--- config.mk ---
export PLATFORM = sky130hd
export DESIGN_NAME = colocar_bombas
export DESIGN_NICKNAME = d
export VERILOG_FILES = /design/src/rtl/minas_pkg.sv /design/src/rtl/lfsr8.sv /design/src/rtl/colocar_bombas.sv
export SDC_FILE = /design/constraint.sdc
export NUM_CORES = 1
export LEC_CHECK = 0
export BUFFER_PORTS_ARGS = -buffer_cell sky130_fd_sc_hd__buf_4
export CAP_MARGIN = 20
export CORE_ASPECT_RATIO = 1.4
export CORE_MARGIN = 8
export CORE_UTILIZATION = 48
export DETAILED_ROUTE_END_ITERATION = 16
export GPL_TIMING_DRIVEN = 0
export PLACE_DENSITY_LB_ADDON = 0.25
export SLEW_MARGIN = 25
export SYNTH_ARGS = -nofsm -noshare
export SYNTH_HDL_FRONTEND = slang
export SYNTH_SLANG_ARGS = --single-unit
--- constraint.sdc ---
create_clock -name clk -period 2.7 [get_ports clk]
set_input_delay 0.135 -clock clk [delete_from_list [all_inputs] [get_ports clk]]
set_output_delay 0.135 -clock clk [all_outputs]
set_load 0.01 [all_outputs]
--- src/rtl/minas_pkg.sv ---
`default_nettype none
// ============================================================================
//  Module   : minas_pkg
//  Purpose  : Shared board geometry, cell codes, board type and FSM states
//             for the minesweeper datapath.
//  Revision : 1.0 - initial release
// ============================================================================
package minas_pkg;

  localparam int         ROWS      = 8;
  localparam int         COLS      = 8;
  localparam logic [3:0] BOMB_CODE = 4'hF;

  // Board type shared with the adjacent-bomb counting stage, indexed [row][col]
  typedef logic [7:0][7:0][3:0] matriz_t;

  typedef enum logic [1:0] {
    IDLE  = 2'd0,
    CLEAR = 2'd1,
    PLACE = 2'd2,
    DONE  = 2'd3
  } estado_t;

  // Clamp a bomb request to the configured limit
  function automatic logic [5:0] satBombs(input logic [5:0] req, input logic [5:0] lim);
    return (req > lim) ? lim : req;
  endfunction

endpackage
`default_nettype wire

--- src/rtl/lfsr8.sv ---
`default_nettype none
// ============================================================================
//  Module   : lfsr8
//  Purpose  : 8-bit Fibonacci LFSR, x^8+x^6+x^5+x^4+1 (period 255).
//             A zero seed would lock the register, so it is replaced by 01.
//  Revision : 1.0 - initial release
// ============================================================================
module lfsr8 (
  input  logic       clk,
  input  logic       rst,
  input  logic [7:0] seed,
  output logic [7:0] q
);

  logic [7:0] r_state;
  logic [7:0] w_seedEff;
  logic       w_feedback;

  assign w_seedEff  = (seed == 8'h00) ? 8'h01 : seed;
  assign w_feedback = r_state[7] ^ r_state[5] ^ r_state[4] ^ r_state[3];
  assign q          = r_state;

  // Free-running shift every cycle; reload the (sanitised) seed on reset
  always_ff @(posedge clk) begin
    if (rst) begin
      r_state <= w_seedEff;
    end else begin
      r_state <= {r_state[6:0], w_feedback};
    end
  end

endmodule
`default_nettype wire

--- src/rtl/colocar_bombas.sv ---
`default_nettype none
// ============================================================================
//  Module   : colocar_bombas
//  Purpose  : Clears the 8x8 board and places a requested number of distinct
//             bombs at pseudo-random cells, never on the protected safe cell.
//             Bomb cells hold BOMB_CODE, all others 0; the board is held
//             until the next accepted start or reset.
//  Revision : 1.0 - initial release
// ============================================================================
module colocar_bombas
  import minas_pkg::*;
#(
  parameter logic [7:0] SEED      = 8'hA5,
  parameter int         MAX_BOMBS = 63
) (
  input  logic       clk,
  input  logic       rst,
  input  logic       start,
  input  logic [5:0] num_bombs,
  input  logic [2:0] safe_row,
  input  logic [2:0] safe_col,
  output matriz_t    matrizBombas,
  output logic [5:0] bomb_count,
  output logic       busy,
  output logic       done
);

  localparam int         c_rowBits  = $clog2(ROWS);
  localparam int         c_colBits  = $clog2(COLS);
  localparam logic [5:0] c_maxBombs = (MAX_BOMBS > 63) ? 6'd63 : MAX_BOMBS[5:0];

  estado_t              r_state;
  estado_t              w_nextState;
  logic [5:0]           r_target;
  logic [2:0]           r_safeRow;
  logic [2:0]           r_safeCol;
  matriz_t              r_board;
  logic [5:0]           r_count;
  logic [7:0]           w_lfsr;
  logic [c_rowBits-1:0] w_candRow;
  logic [c_colBits-1:0] w_candCol;
  logic                 w_candFree;
  logic                 w_accept;
  logic                 w_clear;
  logic                 w_place;
  logic                 w_unusedLfsrHi;

  lfsr8 u_lfsr (
    .clk  (clk),
    .rst  (rst),
    .seed (SEED),
    .q    (w_lfsr)
  );

  // Candidate cell comes from the low six LFSR bits; the top two are not used
  assign w_candRow      = w_lfsr[5:3];
  assign w_candCol      = w_lfsr[2:0];
  assign w_unusedLfsrHi = ^w_lfsr[7:6];
  assign w_candFree     = (r_board[w_candRow][w_candCol] == 4'h0) &&
                          !((w_candRow == r_safeRow) && (w_candCol == r_safeCol));

  assign matrizBombas = r_board;
  assign bomb_count   = r_count;

  // State register
  always_ff @(posedge clk) begin
    if (rst) begin
      r_state <= IDLE;
    end else begin
      r_state <= w_nextState;
    end
  end

  // Next-state logic and per-state strobes for the datapath
  always_comb begin
    w_nextState = r_state;
    busy        = 1'b0;
    done        = 1'b0;
    w_accept    = 1'b0;
    w_clear     = 1'b0;
    w_place     = 1'b0;
    case (r_state)
      IDLE: begin
        if (start) begin
          w_accept    = 1'b1;
          w_nextState = CLEAR;
        end
      end
      CLEAR: begin
        busy        = 1'b1;
        w_clear     = 1'b1;
        w_nextState = (r_target == 6'd0) ? DONE : PLACE;
      end
      PLACE: begin
        busy = 1'b1;
        if (w_candFree) begin
          w_place = 1'b1;
          if ((r_count + 6'd1) == r_target) begin
            w_nextState = DONE;
          end
        end
      end
      DONE: begin
        done        = 1'b1;
        w_nextState = IDLE;
      end
      default: begin
        w_nextState = IDLE;
      end
    endcase
  end

  // Request latches: captured only when a start is accepted in IDLE
  always_ff @(posedge clk) begin
    if (rst) begin
      r_target  <= 6'd0;
      r_safeRow <= 3'd0;
      r_safeCol <= 3'd0;
    end else if (w_accept) begin
      r_target  <= satBombs(num_bombs, c_maxBombs);
      r_safeRow <= safe_row;
      r_safeCol <= safe_col;
    end
  end

  // Board and counter: wiped in CLEAR, one bomb written per placing cycle
  always_ff @(posedge clk) begin
    if (rst) begin
      r_board <= '0;
      r_count <= 6'd0;
    end else if (w_clear) begin
      r_board <= '0;
      r_count <= 6'd0;
    end else if (w_place) begin
      r_board[w_candRow][w_candCol] <= BOMB_CODE;
      r_count                       <= r_count + 6'd1;
    end
  end

endmodule
`default_nettype wire
==> results of run 1 <==
cells in the mapped netlist, types with 4 or more instances:
| library cell | n |
|---|---|
| inv_1 | 7 |
| and3_1 | 14 |
| a21oi_1 | 36 |
| a22o_1 | 9 |
| dfxtp_1 | 284 |
| xnor2_1 | 11 |
| o41ai_1 | 4 |
| nor3_1 | 16 |
| nand2b_1 | 8 |
| a211oi_1 | 10 |
| buf_2 | 33 |
| a32o_1 | 189 |
| buf_4 | 7 |
| clkbuf_1 | 77 |
| or3_1 | 5 |
| buf_1 | 6 |
| mux2i_1 | 6 |
| nand3_1 | 8 |
| a21o_1 | 41 |
| xor2_1 | 7 |
| nor4_1 | 12 |
| o21a_1 | 7 |
| nand2_1 | 53 |
| a31oi_1 | 25 |
| ha_1 | 6 |
| nor2b_1 | 13 |
| nor2_1 | 83 |
| mux2_2 | 5 |
| a221oi_1 | 5 |
| nand4_1 | 4 |
| o21ai_0 | 31 |
| or2_2 | 6 |
timing repair:
item,CTS,global route
pin swaps,5,22
resized for setup,120,102
cloned,2,15
hold buffers,15,0
setup endpoints to repair,264,264
buffers inserted,5,14
hold endpoints to repair,14,0
cells by family after synthesis:
logic type | synth area share
simple gates | 0.108
mux | 0.0155
xor+xnor | 0.0142
fa+ha+maj | 0.00675
compound gates | 0.294
buf+inv | 0.0503
flops | 0.511
registers in the layout, indices dropped and copies added (netlist names):
name	count
matrizBombas	256
u_lfsr.q	8
bomb_count	6
r_target	6
r_safeCol	3
r_safeRow	3
r_state	2
metal layers:
metal | part of all wire | track usage | routed length, µm | vias up
li1 | - | - | - | 4955
met1 | 0.36 | 0.373 | 17600 | 5678
met2 | 0.47 | 0.522 | 22900 | 838
met3 | 0.11 | 0.0732 | 5460 | 197
met4 | 0.059 | 0.184 | 2880 | 0
met5 | 0 | 0 | 0 | -
power by group through the flow:
| stage | logic (W) | registers (W) | clock network [W] |
|---|---|---|---|
| 2_1_floorplan | 0.00118 | 0.00441 | 0 |
| 3_3_place_gp | 0.00188 | 0.00442 | 0 |
| 3_5_place_dp | 0.00190 | 0.00443 | 0 |
| 4_1_cts | 0.00220 | 0.00433 | 0.00377 |
| 5_1_grt | 0.00286 | 0.00434 | 0.00395 |
| 6_report | 0.00278 | 0.00434 | 0.00379 |
worst min-delay path by stage:
stage | startpoint | end | slack, ns
floorplan | rst | u_lfsr.q[1] | 0.21
global placement | rst | u_lfsr.q[1] | 0.35
detailed placement | rst | u_lfsr.q[1] | 0.36
CTS | start | r_state[1] | 0.08
global route | start | r_state[1] | 0.14
finish | start | r_state[1] | 0.1
worst max-delay path: stages, from the launching register on:
cell	delay (ns)
dfxtp_2	0.33
buf_6	0.14
buf_6	0.13
buf_4	0.13
nand3b_1	0.17
buf_4	0.16
o21ai_1	0.06
a21oi_1	0.18
nand4b_1	0.16
o21ai_2	0.29
o311ai_4	0.16
a211oi_2	0.25
buf_6	0.24
clkbuf_16	0.23
buf_8	0.15
a32o_1	0.18
final cells by class:
type / instances / area (µm²) / area share
Buffer: 122 / 941 / 0.0592
Clock inverter: 5 / 75.1 / 0.00472
Inverter: 8 / 33.8 / 0.00212
Multi-Input combinational cell: 674 / 5170 / 0.325
Sequential cell: 284 / 5690 / 0.358
Timing Repair Buffer: 329 / 2820 / 0.177
Tap cell: 306 / 383 / 0.0241
Clock buffer: 42 / 792 / 0.0498
per-stage QoR:
stage | instance area [µm²] | hold WS (ns)
2_1_floorplan | 11100 | 0.207
3_3_place_gp | 13600 | 0.353
3_5_place_dp | 13600 | 0.355
4_1_cts | 15100 | 0.0761
5_1_grt | 15900 | 0.135
6_report | 15900 | 0.0995
==> impl_results.md, run 1 <==
* Core ar. at 23000 µm²
* Critical path required time at 3.18 ns
* Clock power frac at 0.347
* Area contributors post-synth: dfxtp_1, a32o_1, nor2_1, a21o_1, clkbuf_1
* Crit Reg-Reg Startpoint: u_lfsr.q[4]
* P_sw at 0.00341 W
* Clk_skew at 0.0112 ns
* Internal at 0.00749 W
* Synth-to-layout area growth at 43.0%
* Crit path max fanout at 10
* Number of flops mapped to enable cells by yosys at 0
* Inserted Diodes at 0
* DPL Wire Length at 34.9 mm
* DRC errors left at 0
* RSZ-0062 raised after global routing: true
* Failing checks: setup timing
* Cells after Synth at 1089
* FF+latch count, synth at 284
* CP Data Arrival Time at 3.51 ns
* Slew headroom at 0.441
* DRT Pass-1 Iters at 9
* Max frequency at 0.329 GHz
* Vias in the first global route at 10900
* Most common cell after layout, fill and taps aside: buf_4
* Overall global routing resource usage at 0.319
* Layout Utilization at 0.690
* Min-Delay Path Class: input port to register
* Asr flop ratio synth at 0
* Area share of the largest cell type after synthesis at 0.511
* Maximum vdd ir drop at 0.633 mV
* Min-Delay Path Depth at 5
* Die Span X at 145 µm
* Sequential share of power at 0.398
* Antenna Nets Post-Route at 0
* CTS tree: built
* Final net count at 1466
* Clk_lat worst skew at 0.54 ns
* Die height at 196 µm
* Vias/cell at 6.59
* Final worst slack at -0.337 ns
* Combinational power share at 0.255
* TritonCTS buffer count at 26
* Site Rows at 66
* Register-to-register setup slack at -0.34 ns
* Setup crit end: matrizBombas[117]
* Synth cell types at 69
* Port bufs at 278
* Grt total ovfl at 0
* Dpl cells at 1673
* CP Capture Type: register
* Final-report setup violation count at 263
* Slew Limit Fails at 0
* Sw Share at 0.313
* Dominant cell type by area after synthesis: dfxtp_1
* Placement Setup Slack at -1.35 ns
* Pwr per Cell Area at 685 nW/µm²
* Worst-path clk slew at 0.07 ns
* Mapped cell area at 11100 µm²
* Syn_area_per_cell at 10.2 µm²
* Setup_tns at -73.25 ns
* H-tree depth at 1
* Initial core utilization at 0.483
* Final wirelength at 48.9 mm
* Tmin final at 3.04 ns
* Status: complete, but fails checks
* Die area at 28400 µm²
* RR Endpoint: matrizBombas[117]
* Final hold vios at 0
* Fillers at 1829
* R2R cell count at 15
* Post-synthesis net count at 1110
* Commonest cells after routing, fill and taps aside: buf_4, dfxtp_1, a32o_1
* Max-cap viol count at 0
* Clock tree sinks at 284
* Largest net degree at the start of global routing at 15
* Vias at 11700
* Post-synthesis sequential area ratio at 0.511
* Ratio of cells with drive above 1 in the final layout at 0.324
* Pleak at 6.73 nW
* Iteration-0 DRC Markers at 1299
* CTS root buf: clkbuf_16
* Top FF cell, synth: dfxtp_1
* Worst-Margin Slew at 0.838 ns
* Design Power at 0.0109 W
* Clock Path Buffers at 3
* Critical path class: register to register
* Placer Congestion at 0.978
* Routed WL per cell at 27.6 µm
* Synth warn at 0
* Tcrit/Tclk final at 1.12
* First-pass GRT wire length at 67.7 mm
* Final std cells w/o fill at 1770
* Initial antenna violation count at 0
* Crit path launch type: register
* # IOs at 279
* CP startpoint: u_lfsr.q[4]
No activity file was read; power rests on OpenSTA's default activity.
==> run 2: changes to the inputs <==
--- a/config.mk
+++ b/config.mk
@@ -5,12 +5,12 @@
 export SDC_FILE = /design/constraint.sdc
 export NUM_CORES = 1
 export LEC_CHECK = 0
-export BUFFER_PORTS_ARGS = -buffer_cell sky130_fd_sc_hd__buf_4
 export CAP_MARGIN = 20
 export CORE_ASPECT_RATIO = 1.4
 export CORE_MARGIN = 8
-export CORE_UTILIZATION = 48
+export CORE_UTILIZATION = 57
 export DETAILED_ROUTE_END_ITERATION = 16
+export DONT_BUFFER_PORTS = 1
 export GPL_TIMING_DRIVEN = 0
 export PLACE_DENSITY_LB_ADDON = 0.25
 export SLEW_MARGIN = 25
==> impl_results.md, run 2 (synthesis gave the netlist of run 1 again) <==
* Status: complete, but fails checks
* Failing checks: setup timing
* Antenna Nets Post-Route at 0 (unchanged)
* Hold_sp: rst
* Pleak at 5.11 nW (-24%)
* Crit Reg-Reg Startpoint: u_lfsr.q[0]
* Max frequency at 0.332 GHz (+0.79%)
* Slew Limit Fails at 0 (unchanged)
* Commonest cells after routing, fill and taps aside: dfxtp_1, a32o_1, nor2_1
* Initial antenna violation count at 0 (unchanged)
* Most common cell after layout, fill and taps aside: dfxtp_1
* R2R cell count at 6 (-9)
* Min-Delay Path Class: input port to register
* Slew headroom at 0.409 (-0.0321)
* TritonCTS buffer count at 26 (unchanged)
* Core ar. at 19200 µm² (-17%)
* Vias at 10700 (-8.6%)
* Combinational power share at 0.230 (-0.025)
* DRT Pass-1 Iters at 7 (-2)
* Initial core utilization at 0.579 (+0.0960)
* Ratio of cells with drive above 1 in the final layout at 0.159 (-0.166)
* Clock Path Buffers at 3 (unchanged)
* Critical path class: register to register
* Internal at 0.00733 W (-2.2%)
* H-tree depth at 1 (unchanged)
* Routed WL per cell at 32.0 µm (+16%)
* Site Rows at 60 (-9.1%)
* Iteration-0 DRC Markers at 1439 (+11%)
* Sw Share at 0.315 (+0.00136)
* Worst path cell trace: clkbuf_2 -> clkbuf_1 -> and2_1 -> clkbuf_1 -> clkbuf_1 -> a32o_1
* Crit-path max cell delay at 0.63 ns (+0.30 ns)
* Placer Congestion at 1.02 (+4.5%)
* RR Endpoint: matrizBombas[190]
* Pwr per Cell Area at 795 nW/µm² (+16%)
* Synth-to-layout area growth at 20.9%
* Clk_skew at 0.0101 ns (-0.00110 ns)
* P_sw at 0.00336 W (-1.5%)
* Worst-path clk slew at 0.07 ns (about the same)
* Crit path max fanout at 10 (unchanged)
* Min-Delay Path Depth at 2 (-3)
* Max-cap viol count at 0 (unchanged)
* Max reg flops at 256 (unchanged)
* Fillers at 1476 (-19%)
* Worst-Margin Slew at 0.875 ns (+0.0367 ns)
* Final hold vios at 0 (unchanged)
* Inserted Diodes at 0 (unchanged)
* Final std cells w/o fill at 1426 (-19%)
* First-pass GRT wire length at 64.8 mm (-4.2%)
* Port bufs at 0 (-100%)
* Register-to-register setup slack at -0.31 ns (+0.02 ns)
* Slowest-stage cell, CP: clkbuf_1
* WHS Endpoint: u_lfsr.q[6]
* Grt total ovfl at 0 (unchanged)
* CP bufs+invs at 4 (-3)
* Final hold slack at 0.0234 ns (-0.0761 ns)
* Vias in the first global route at 10100 (-7.9%)
* Overall global routing resource usage at 0.350 (+0.0311)
* Clock power frac at 0.363 (+0.016)
* DRC errors left at 0 (unchanged)
* Vias/cell at 7.48 (+13%)
* Clk_lat worst skew at 0.54 ns (about the same)
* Final worst slack at -0.313 ns (+0.0239 ns)
* DPL Wire Length at 32.3 mm (-7.6%)
* Die area at 24300 µm² (-14%)
* Clock tree sinks at 284 (unchanged)
* Tcrit/Tclk final at 1.12 (-0.00884)
* Tmin final at 3.01 ns (-0.0239 ns)
* Die height at 181 µm (-7.6%)
* CTS root buf: clkbuf_16
* Most used cell, CP: clkbuf_1
* Crit path launch type: register
* Largest net degree at the start of global routing at 16 (+1)
* # IOs at 279 (unchanged)
* Critical path required time at 3.18 ns (about the same)
* Die Span X at 134 µm (-7.3%)
* Dpl cells at 1337 (-20%)
* RSZ-0062 raised after global routing: true
* CTS tree: built
* Placement Setup Slack at -1.12 ns (+0.229 ns)
* CP Data Arrival Time at 3.49 ns (-0.02 ns)
* CP delay by family, top: buffers and inverters
* Sequential share of power at 0.407 (+0.009)
* Maximum vdd ir drop at 0.538 mV (-15%)
* Final net count at 1181 (-19%)
* CP Capture Type: register
* Final wirelength at 45.6 mm (-6.8%)
* Final-report setup violation count at 264 (+0.38%)
-- run 2: cell count changes in the layout (fill, tap and decap cells not counted), sizes merged --
cell and change:
clkinvlp +1, bufinv +1, buf -276, dlygate4sd3 +3, clkbuf -17, clkinv +2
-- run 2: metal layers --
metal | vias up | GRT usage | wire (µm)
li1 | 4366 | - | -
met2 | 896 | 0.547 | 20200
met3 | 237 | 0.163 | 7460
met4 | 0 | 0.211 | 3220
met5 | - | 0 | 0
met1 | 5164 | 0.379 | 14700
-- run 2: repair_timing --
item / CTS / global route
resized for setup: 154 / 38
setup buffers: 15 / 6
endpoints found under the setup margin: 264 / 264
pin swaps: 10 / 9
hold buffers: 18 / 0
gates cloned: 3 / 3
hold endpoints to repair: 14 / 0
-- run 2: worst max path at each step --
stage,startpoint,to,slack [ns],cells after the start
after floorplan,u_lfsr.q[3],bomb_count[2],0.11,10
after CTS,u_lfsr.q[3],matrizBombas[84],-0.12,11
final,u_lfsr.q[0],matrizBombas[190],-0.31,6
after detailed placement,u_lfsr.q[3],matrizBombas[15],-1.12,12
after global routing,u_lfsr.q[3],matrizBombas[209],-0.33,12
after global placement,u_lfsr.q[3],matrizBombas[28],-1.06,12
-- run 2: stage by stage --
step | power (W) | TNS [ns] | cell area, µm² | util
after floorplan | 0.00559 | 0 | 11100 | -
after global placement | 0.00621 | -248.61 | 11400 | 0.595
after detailed placement | 0.00624 | -262.95 | 11400 | 0.595
after CTS | 0.0104 | -18.15 | 13200 | 0.687
after global routing | 0.0109 | -71.27 | 13400 | 0.700
final | 0.0107 | -59.74 | 13400 | 0.700
-- run 2: layout make-up --
cell class / count / area (µm²) / area share
clock buffer: 37 / 763 / 0.0567
inverter: 8 / 33.8 / 0.00251
sequential: 284 / 5700 / 0.424
tap: 248 / 310 / 0.0231
timing repair buffer: 44 / 494 / 0.0367
multi-input combinational: 674 / 5130 / 0.382
clock inverter: 9 / 126 / 0.00940
buffer: 122 / 891 / 0.0662
-- run 2: power groups by stage --
stage / clock network (W) / registers [W] / logic [W]
6_report: 0.00389 / 0.00435 / 0.00246
5_1_grt: 0.00404 / 0.00435 / 0.00253
4_1_cts: 0.00385 / 0.00434 / 0.00216
3_5_place_dp: 0 / 0.00444 / 0.00180
3_3_place_gp: 0 / 0.00443 / 0.00178
2_1_floorplan: 0 / 0.00441 / 0.00118
